$ cat config.mk
export PLATFORM = sky130hd
export DESIGN_NAME = time_display_scan
export DESIGN_NICKNAME = d
export VERILOG_FILES = /design/src/rtl/time_disp_pkg.sv /design/src/rtl/bcd_split6.sv /design/src/rtl/time_display_scan.sv
export SDC_FILE = /design/constraint.sdc
export NUM_CORES = 1
export LEC_CHECK = 0
export ABC_AREA = 1
export CAP_MARGIN = 20
export CORE_MARGIN = 2
export CORE_UTILIZATION = 45
export CTS_CLUSTER_SIZE = 28
export DETAILED_ROUTE_END_ITERATION = 6
export GPL_TIMING_DRIVEN = 1
export PLACE_DENSITY = 0.7
export SKIP_CTS_REPAIR_TIMING = 1
export SYNTH_ARGS = -nofsm -noshare
export SYNTH_HDL_FRONTEND = slang
export SYNTH_SLANG_ARGS = --single-unit
$ cat constraint.sdc
create_clock -name clk -period 3.9 [get_ports clk]
set_clock_uncertainty 0.1 [all_clocks]
set_input_delay 0.39 -clock clk [delete_from_list [all_inputs] [get_ports clk]]
set_output_delay 0.39 -clock clk [all_outputs]
set_load 0.005 [all_outputs]
$ cat src/rtl/time_disp_pkg.sv
// Shared constants, types and segment table for the time display scanner.
package time_disp_pkg;

   // Field positions inside the packed 24-bit time bus
   localparam int HR_LSB  = 16;
   localparam int HR_MSB  = 20;
   localparam int MIN_LSB = 8;
   localparam int MIN_MSB = 13;
   localparam int SEC_LSB = 0;
   localparam int SEC_MSB = 5;

   // Largest legal value of each field; anything above shows dashes
   localparam logic [5:0] HR_MAX = 6'd23;
   localparam logic [5:0] MS_MAX = 6'd59;

   // Digit slot order, rightmost digit first
   typedef enum logic [2:0] {
      SEC_ONES = 3'd0,
      SEC_TENS = 3'd1,
      MIN_ONES = 3'd2,
      MIN_TENS = 3'd3,
      HR_ONES  = 3'd4,
      HR_TENS  = 3'd5
   } digit_idx_e;

   // Active-high gfedcba codes for 0..9, entry 10 is '-'
   localparam int SEG_DASH_IDX = 10;
   localparam logic [6:0] SEG_TABLE [0:10] = '{
      7'h3F, 7'h06, 7'h5B, 7'h4F, 7'h66,
      7'h6D, 7'h7D, 7'h07, 7'h7F, 7'h6F, 7'h40
   };

   // One field split into two BCD digits plus its range flag
   typedef struct packed {
      logic [3:0] tens;
      logic [3:0] ones;
      logic       valid;
   } bcd_t;

   // Segment pattern for a digit; out-of-range fields render as '-'
   function automatic logic [6:0] seg_code(input logic [3:0] d, input logic ok);
      if (!ok || d > 4'd9) return SEG_TABLE[SEG_DASH_IDX];
      return SEG_TABLE[d];
   endfunction

endpackage

$ cat src/rtl/bcd_split6.sv
// Combinational split of a 6-bit value into tens/ones with a range check.
module bcd_split6 (
   input  logic [5:0] v,
   input  logic [5:0] limit,
   output logic [3:0] tens,
   output logic [3:0] ones,
   output logic       valid
);

   // Values are at most 63, so the quotient always fits in four bits
   assign tens  = 4'(v / 6'd10);
   assign ones  = 4'(v % 6'd10);
   assign valid = (v <= limit);

endmodule

$ cat src/rtl/time_display_scan.sv
// Six-digit multiplexed seven-segment driver for the packed time bus.
// The bus is snapshotted once per frame so a frame is never torn.
module time_display_scan
   import time_disp_pkg::*;
#(
   parameter int CLK_DIV        = 50000,
   parameter int DEAD           = 2,
   parameter int SEG_ACTIVE_LOW = 1
) (
   input  logic        clk,
   input  logic        rst,
   input  logic [23:0] timeBus,
   input  logic        blank,
   output logic [6:0]  seg,
   output logic        dp,
   output logic [5:0]  an,
   output logic        frame_start
);

   localparam int             CW       = $clog2(CLK_DIV);
   localparam logic [CW-1:0]  DIV_LAST = CW'(CLK_DIV - 1);
   localparam logic [CW-1:0]  DEAD_C   = CW'(DEAD);
   localparam logic           POL      = (SEG_ACTIVE_LOW != 0);
   localparam logic [5:0]     AN_OFF   = POL ? 6'h3F : 6'h00;
   localparam logic [6:0]     SEG_OFF  = POL ? 7'h7F : 7'h00;

   logic [CW-1:0]   div_cnt;
   digit_idx_e      idx;
   logic [23:0]     snap;
   logic            tick;

   logic [2:0][5:0] fld;
   logic [2:0][5:0] lim;
   bcd_t [2:0]      bcd;

   bcd_t            cur;
   logic [3:0]      digit;
   logic [6:0]      code;
   logic            dp_on;
   logic [5:0]      an_on;

   assign tick = (div_cnt == DIV_LAST);

   // Field 0 = seconds, 1 = minutes, 2 = hours; reserved bits never reach the split
   assign fld[0] = snap[SEC_MSB:SEC_LSB];
   assign fld[1] = snap[MIN_MSB:MIN_LSB];
   assign fld[2] = {1'b0, snap[HR_MSB:HR_LSB]};
   assign lim    = {HR_MAX, MS_MAX, MS_MAX};

   for (genvar f = 0; f < 3; f++) begin : g_split
      bcd_split6 u_split (
         .v     (fld[f]),
         .limit (lim[f]),
         .tens  (bcd[f].tens),
         .ones  (bcd[f].ones),
         .valid (bcd[f].valid)
      );
   end

   // Prescaler, digit index and once-per-frame snapshot
   always_ff @(posedge clk or posedge rst) begin
      if (rst) begin
         div_cnt     <= '0;
         idx         <= SEC_ONES;
         snap        <= '0;
         frame_start <= 1'b0;
      end else begin
         frame_start <= 1'b0;
         if (tick) begin
            div_cnt <= '0;
            if (idx == HR_TENS) begin
               idx         <= SEC_ONES;
               snap        <= timeBus;
               frame_start <= 1'b1;
            end else begin
               idx <= digit_idx_e'(idx + 3'd1);
            end
         end else begin
            div_cnt <= div_cnt + 1'b1;
         end
      end
   end

   // Pick the current digit's code and decide whether its anode is lit
   always_comb begin
      case (idx)
         SEC_ONES, SEC_TENS: cur = bcd[0];
         MIN_ONES, MIN_TENS: cur = bcd[1];
         default:            cur = bcd[2];
      endcase
      digit = idx[0] ? cur.tens : cur.ones;
      code  = seg_code(digit, cur.valid);
      dp_on = (idx == MIN_ONES) || (idx == HR_ONES);
      an_on = '0;
      if (!blank && (div_cnt >= DEAD_C)) an_on[idx] = 1'b1;
   end

   // Registered, polarity-corrected display outputs
   always_ff @(posedge clk or posedge rst) begin
      if (rst) begin
         an  <= AN_OFF;
         seg <= SEG_OFF;
         dp  <= POL;
      end else begin
         an  <= an_on ^ {6{POL}};
         seg <= code ^ {7{POL}};
         dp  <= dp_on ^ POL;
      end
   end

endmodule
==> Yosys cells after proc, flatten, opt, wreduce, memory -nomap -nowiden <==
Memories as Yosys holds them, arrays and structs flattened.
Cells that the tools add are included.
{ "word_totals": {"ff_bits": 55, "latch_bits": 0, "mem_bits_rw": 0, "mem_bits_ro": 112, "in_bits": 27, "output_inout_bits": 15, "elab_cells": 58, "memories": 1} }
{ "classes": {"n_addsub": 2, "multipliers": 0, "n_div": 6, "order_cmp": 8, "eq_ne": 6, "shifts": 0, "n_mux": 14, "bitwise": 4, "reduce_logical": 10} }
{ "memory_table": {"columns": ["name", "words", "width", "rd", "rd_ports_with_merged_regs", "wr", "line_no", "text"], "rows": [
  ["(no name shown)", 16, 7, 1, 0, 0, "time_disp_pkg.sv:43", "return SEG_TABLE[d];"]
]} }
{ "ops": {"columns": ["operator", "count"], "rows": [
  ["2-to-1 mux 7 bit", 4],
  ["case mux 9 bit (2 select lines)", 1],
  ["adder 16 x 1 -> 16 bit, second input constant", 1],
  ["equality test 16 bit, second input constant", 1],
  ["greater-or-equal comparator 16 x 2 -> 1 bit, second input constant", 1],
  ["2-to-1 mux 16 bit", 1],
  ["divider 6 x 4 -> 6 bit, second input constant", 2],
  ["less-or-equal comparator 6 bit, second input constant", 2],
  ["remainder unit 6 x 4 -> 6 bit, second input constant", 2],
  ["inverter 7 bit", 1],
  ["divider 5 x 4 -> 6 bit, second input constant", 1],
  ["equality test 3 x 2 -> 1 bit, second input constant", 2],
  ["equality test 3 bit, second input constant", 2],
  ["remainder unit 5 x 4 -> 6 bit, second input constant", 1],
  ["2-to-1 mux 6 bit", 1],
  ["inverter 6 bit", 1],
  ["greater-or-equal comparator 5 bit, second input constant", 1],
  ["less-or-equal comparator 5 bit, second input constant", 1],
  ["inverter 4 -> 5 bit", 1],
  ["greater-than comparator 4 bit, second input constant", 1],
  ["less-than comparator 3 x 4 -> 1 bit, second input constant", 1],
  ["2-to-1 mux 1 bit", 4],
  ["2-to-1 mux 4 bit", 1],
  ["OR reduction 2 bit", 2],
  ["11 further kinds", 14]
]} }

==> Longest topological paths before layout <==
{ "logic_depth": {"ltp_word": 10, "depth_mapped": 28, "ltp_nobuf": 27} }

==> Modules after synthesis <==
From an unflattened synthesis, not the netlist that was laid out.
{ "hier_totals": {"hier_cells": 541, "hier_area_um2": 3887.5} }
{ "modules_own_cells": {"columns": ["module", "instances", "cells_per_inst", "area_each_um2"], "rows": [
  ["time_display_scan", 1, 320, 2635.0],
  ["bcd_split6 (g_split[0].u_split ...)", 2, 73, 422.9],
  ["bcd_split6 (g_split[2].u_split)", 1, 75, 406.6]
]} }

==> Worst setup path before layout <==
No wires, ideal clock.
{ "synth_path": {"path_kind": "reg-to-reg", "start": "register idx[2]", "end": "register seg[0]", "arrival_time_ns": 2.755, "path_slack_ns": 0.965, "path_stages_with_launch": 28, "n_path_buf": 1, "path_cell_list": "dfrtp_1 > buf_6 > nor2_4 > nand2_1 > nand2_2 > inv_1 > nand2_1 > nand2_1 > inv_1 > ha_1 > nand2_1 > nor2_1 > nand2_1 > nand3_2 > nand2_1 > nand2_1 > nand2_2 > nand2_2 > nand2_1 > nand3_1 > o21ai_2 > inv_1 > ha_1 > nand4_1 > nand2_1 > inv_2 > a21boi_4 > nand2_1"} }
{ "synth_between": {"elab_chain_cells": 10, "word_cells_on_any_way": 18} }
{ "synth_lines": {"columns": ["element", "line_no", "text"], "rows": [
  ["start: declaration", "time_display_scan.sv:28", "digit_idx_e idx;"],
  ["start signal: assignment", "time_display_scan.sv:76", "idx <= digit_idx_e'(idx + 3'd1);"],
  ["equality test 3 x 2 -> 1 bit (tied with other cells)", "time_display_scan.sv:86", "case (idx)"],
  ["OR reduction 2 bit", "time_display_scan.sv:86", null],
  ["case mux 9 bit (2 select lines) *", "time_display_scan.sv:86", null],
  ["2-to-1 mux 4 bit", "time_display_scan.sv:91", "digit = idx[0] ? cur.tens : cur.ones;"],
  ["inverter 4 -> 5 bit (implied by the code)", "time_disp_pkg.sv:43", null],
  ["memory (16 x 7 bit)", null, null],
  ["2-to-1 mux 7 bit (implied by the code) (2 in series)", "time_disp_pkg.sv:43", null],
  ["2-to-1 mux 7 bit *", "time_disp_pkg.sv:43", null],
  ["inverter 7 bit (no source line) *", null, null],
  ["end signal: assignment", "time_display_scan.sv:106", "seg <= code ^ {7{POL}};"],
  ["end: declaration", "time_display_scan.sv:14", "output logic [6:0] seg,"]
]} }
Mark *: on every way between the ends. The rest lies on a longest branch, timed or not. The select of a mux whose other input is x is not followed.
A chain may end at the register's enable or synchronous reset.

==> Worst setup path after layout <==
{ "layout_path": {"start": "register idx[2]", "end": "register seg[5]"} }
The elaborated chain is that of the path after synthesis.

==> results.md <==
- Status: completed
- CP most frequent cell: nand2_1
- Root buf cell: clkbuf_8
- Total CTS buffers: 5
- 1st-pass router iterations: 4
- Fmax: 291 MHz
- Worst VDD drop: approximately 0.00021 V
- Grt total ovfl: 0
- Clock latency at the later pin of the worst-skew pair: ~0.3 ns
- Max_cap viols: 0
- Core region area: ~6300 sq um
- CTS tree: built
- Nets: 462
- Largest net degree at the start of global routing: 52
- Post-synth EDFFs: 0
- Synth Area in Adders: 4.77%
- Die area: 7070 sq um
- CP Capture Type: flop
- Vias in the first global route: 2260
- Ys Warns: 0
- Synth top area share: 32.1%
- Hold Vio Cnt, Final: 0
- Post-Syn Area: 2890 sq um
- DRC: 0
- Worst Path Arrival: ~3.6 ns
- Ports: 42
- N_diodes: 0
- Post-synth ARST share: 100%
- ANT nets after route: 0
- Setup_tns: 0 ns
- Final setup violation count: 0
- Reg clk slew, reported paths: 0.09 ns
- Row cnt: 29
- Post-Synthesis Cells: 385
- Syn_area_per_cell: 7.50 sq um
- Worst slew pin tran: 0.717 ns
- Initial DRC Count: about 130
- Worst Hold Class: in2async
- Die Width: 84.1 microns
- Via count: about 2400
- Syn Nets: 423
- Register area share after synthesis: 44.8%
- XOR/XNOR Fraction of Synth Area: 0.607%
- Vias/cell: 4.78
- Ys flop type: dfrtp_1
- Longest Clk Path Bufs: 2
- Complex-gate fraction of the synthesized area: 6.11%
- Port Buffers: 34
- Area leader, netlist: dfrtp_1
- PwrDens: 288 nW/um^2
- Largest stage delay, worst path: 0.51 ns
- Initial antenna violation count: 0
- LEAKAGE: 1.73 nW
- Total track usage: 17.7%
- Slew Limit Fails: 0
- Area grow syn2layout: 19.9%
- Startpoint class of the critical path: flop
- Largest cells by area after synthesis: dfrtp_1 32%, nand2_1 14%, dfstp_2 13%, inv_1 8.3%, nor2_1 5.2%
- TritonCTS sink count: 51
- Routability cong.: roughly 0.9
- Hold Slack: 0.203 ns
- Most common cell in the netlist: nand2_1
- CP max stage cell: dfrtp_1
- Share of layout cells above drive strength 1: about 12%
- Type of the worst setup path: reg2reg
- CP required: roughly 4.0 ns
- Final wirelength: 5680 microns
- Synth Register Bits: between 50 and 60
- Largest family of logic cells by synthesized area: simple AND/OR/NAND/NOR gates
- Mux cell area share after synthesis: 0%
- H-tree levels: 2
- Worst-path fanout max: 8
- Wire length of the first global-routing pass: 10200 microns
- Relative slew slack: 51.8%
- Tmin final: between 3 and 4 ns
- Initial Util: 46.0%
- Unrepaired setup endpoints after global routing: false
- Routed wire per std cell: 11.3 microns
- Count of cell types in the netlist: 32
- Synth top cells by count: 110 x nand2_1, 64 x inv_1, 40 x nor2_1, 37 x dfrtp_1, 25 x nand3_1
- Final worst path period share: 88.1%
- HPWL after DPL: 4310 microns
- Synth Area in Simple Gates: roughly 34%
- Chip Height: 84.1 microns
-- logic make-up (layout without fill, tap and decap cells) --
group	after synthesis	count (layout)
buf+inv	75	115
fa+ha+maj	11	11
compound gates	30	30
simple gates	216	216
flops	51	51
xor+xnor	2	2
-- critical path: cells and delay by family, from the launching register on --
kind / cells / cell delay, ns
flops: 1 / 0.51
compound gates: 2 / 0.28
simple gates: 18 / 1.78
buf+inv: 4 / 0.35
fa+ha+maj: 2 / 0.33
-- report_power, final --
part	internal (mW)	leakage (nW)	switching [mW]
Sequential	0.530	0.561	0.000113
Clock	0.256	0.0654	0.175
Combinational	0.0199	1.11	0.0144
Total	0.806	1.73	0.190
-- layout by cell type (no fill, tap or decap), types with 2 or more instances in the layout --
cell type	instances
nor2_4	2
nor2_2	3
clkdlybuf4s50_1	34
nand2_1	110
nand3_1	25
bufinv_16	2
inv_2	7
a21oi_1	7
inv_1	63
nand4_1	9
dfstp_2	14
xor2_1	2
clkbuf_8	5
nor2_1	40
nor3_1	7
nor4_1	4
o21ai_0	16
dfrtp_1	37
nand2_2	9
nand3_2	4
ha_1	11
-- routing by layer --
metal  part of all wire [%]  global-route usage (%)  wire length (microns)  vias up
met4                    1.3                    6.30                     76        0
met1                     50                    24.0                   2830     1077
li1                       -                       -                      -     1274
met2                     46                    28.2                   2600       45
met5                      0                       0                      0        -
met3                    3.1                    3.36                    174        6
-- sequential cells by signal (all words and copies together) (netlist names) --
signal and flops:
div_cnt 16, an 6, frame_start 1, dp 1, snap 17, idx 3, seg 7
-- per-stage QoR --
step | power, mW | util [%] | area (sq um) | std cells | worst slack (ns)
5_1_grt | 1.04 | 55.1 | 3460 | 502 | 0.00373
3_5_place_dp | 0.573 | 52.7 | 3310 | 493 | 0.462
3_3_place_gp | 0.573 | 52.7 | 3310 | 493 | 0.579
2_1_floorplan | 0.549 | - | 2890 | 385 | 0.965
6_report | 0.996 | 55.1 | 3460 | 502 | 0.464
4_1_cts | 1.01 | 54.8 | 3440 | 501 | 0.445
-- final cells by class --
| type | count | area [sq um] |
|---|---|---|
| Timing Repair Buffer | 36 | 368 |
| Clock inverter | 2 | 60.1 |
| Clock buffer | 6 | 72.6 |
| Multi-Input combinational cell | 259 | 1300 |
| Tap cell | 77 | 96.3 |
| Fill cell | 607 | 2820 |
| Sequential cell | 51 | 1290 |
| Inverter | 71 | 267 |
-- worst paths after layout --
kind | to | slack, ns | cells past startpoint | from
max | seg[5] | 0.46 | 26 | idx[2]
min | div_cnt[7] | 0.20 | 2 | rst
max reg2reg | seg[5] | 0.46 | 26 | idx[2]
min reg2reg | div_cnt[0] | 0.39 | 1 | div_cnt[0]
max in group asynchronous | dp | 2.95 | 3 | rst
min in group clk | div_cnt[0] | 0.39 | 1 | div_cnt[0]
(Power assumes the default switching activity.)
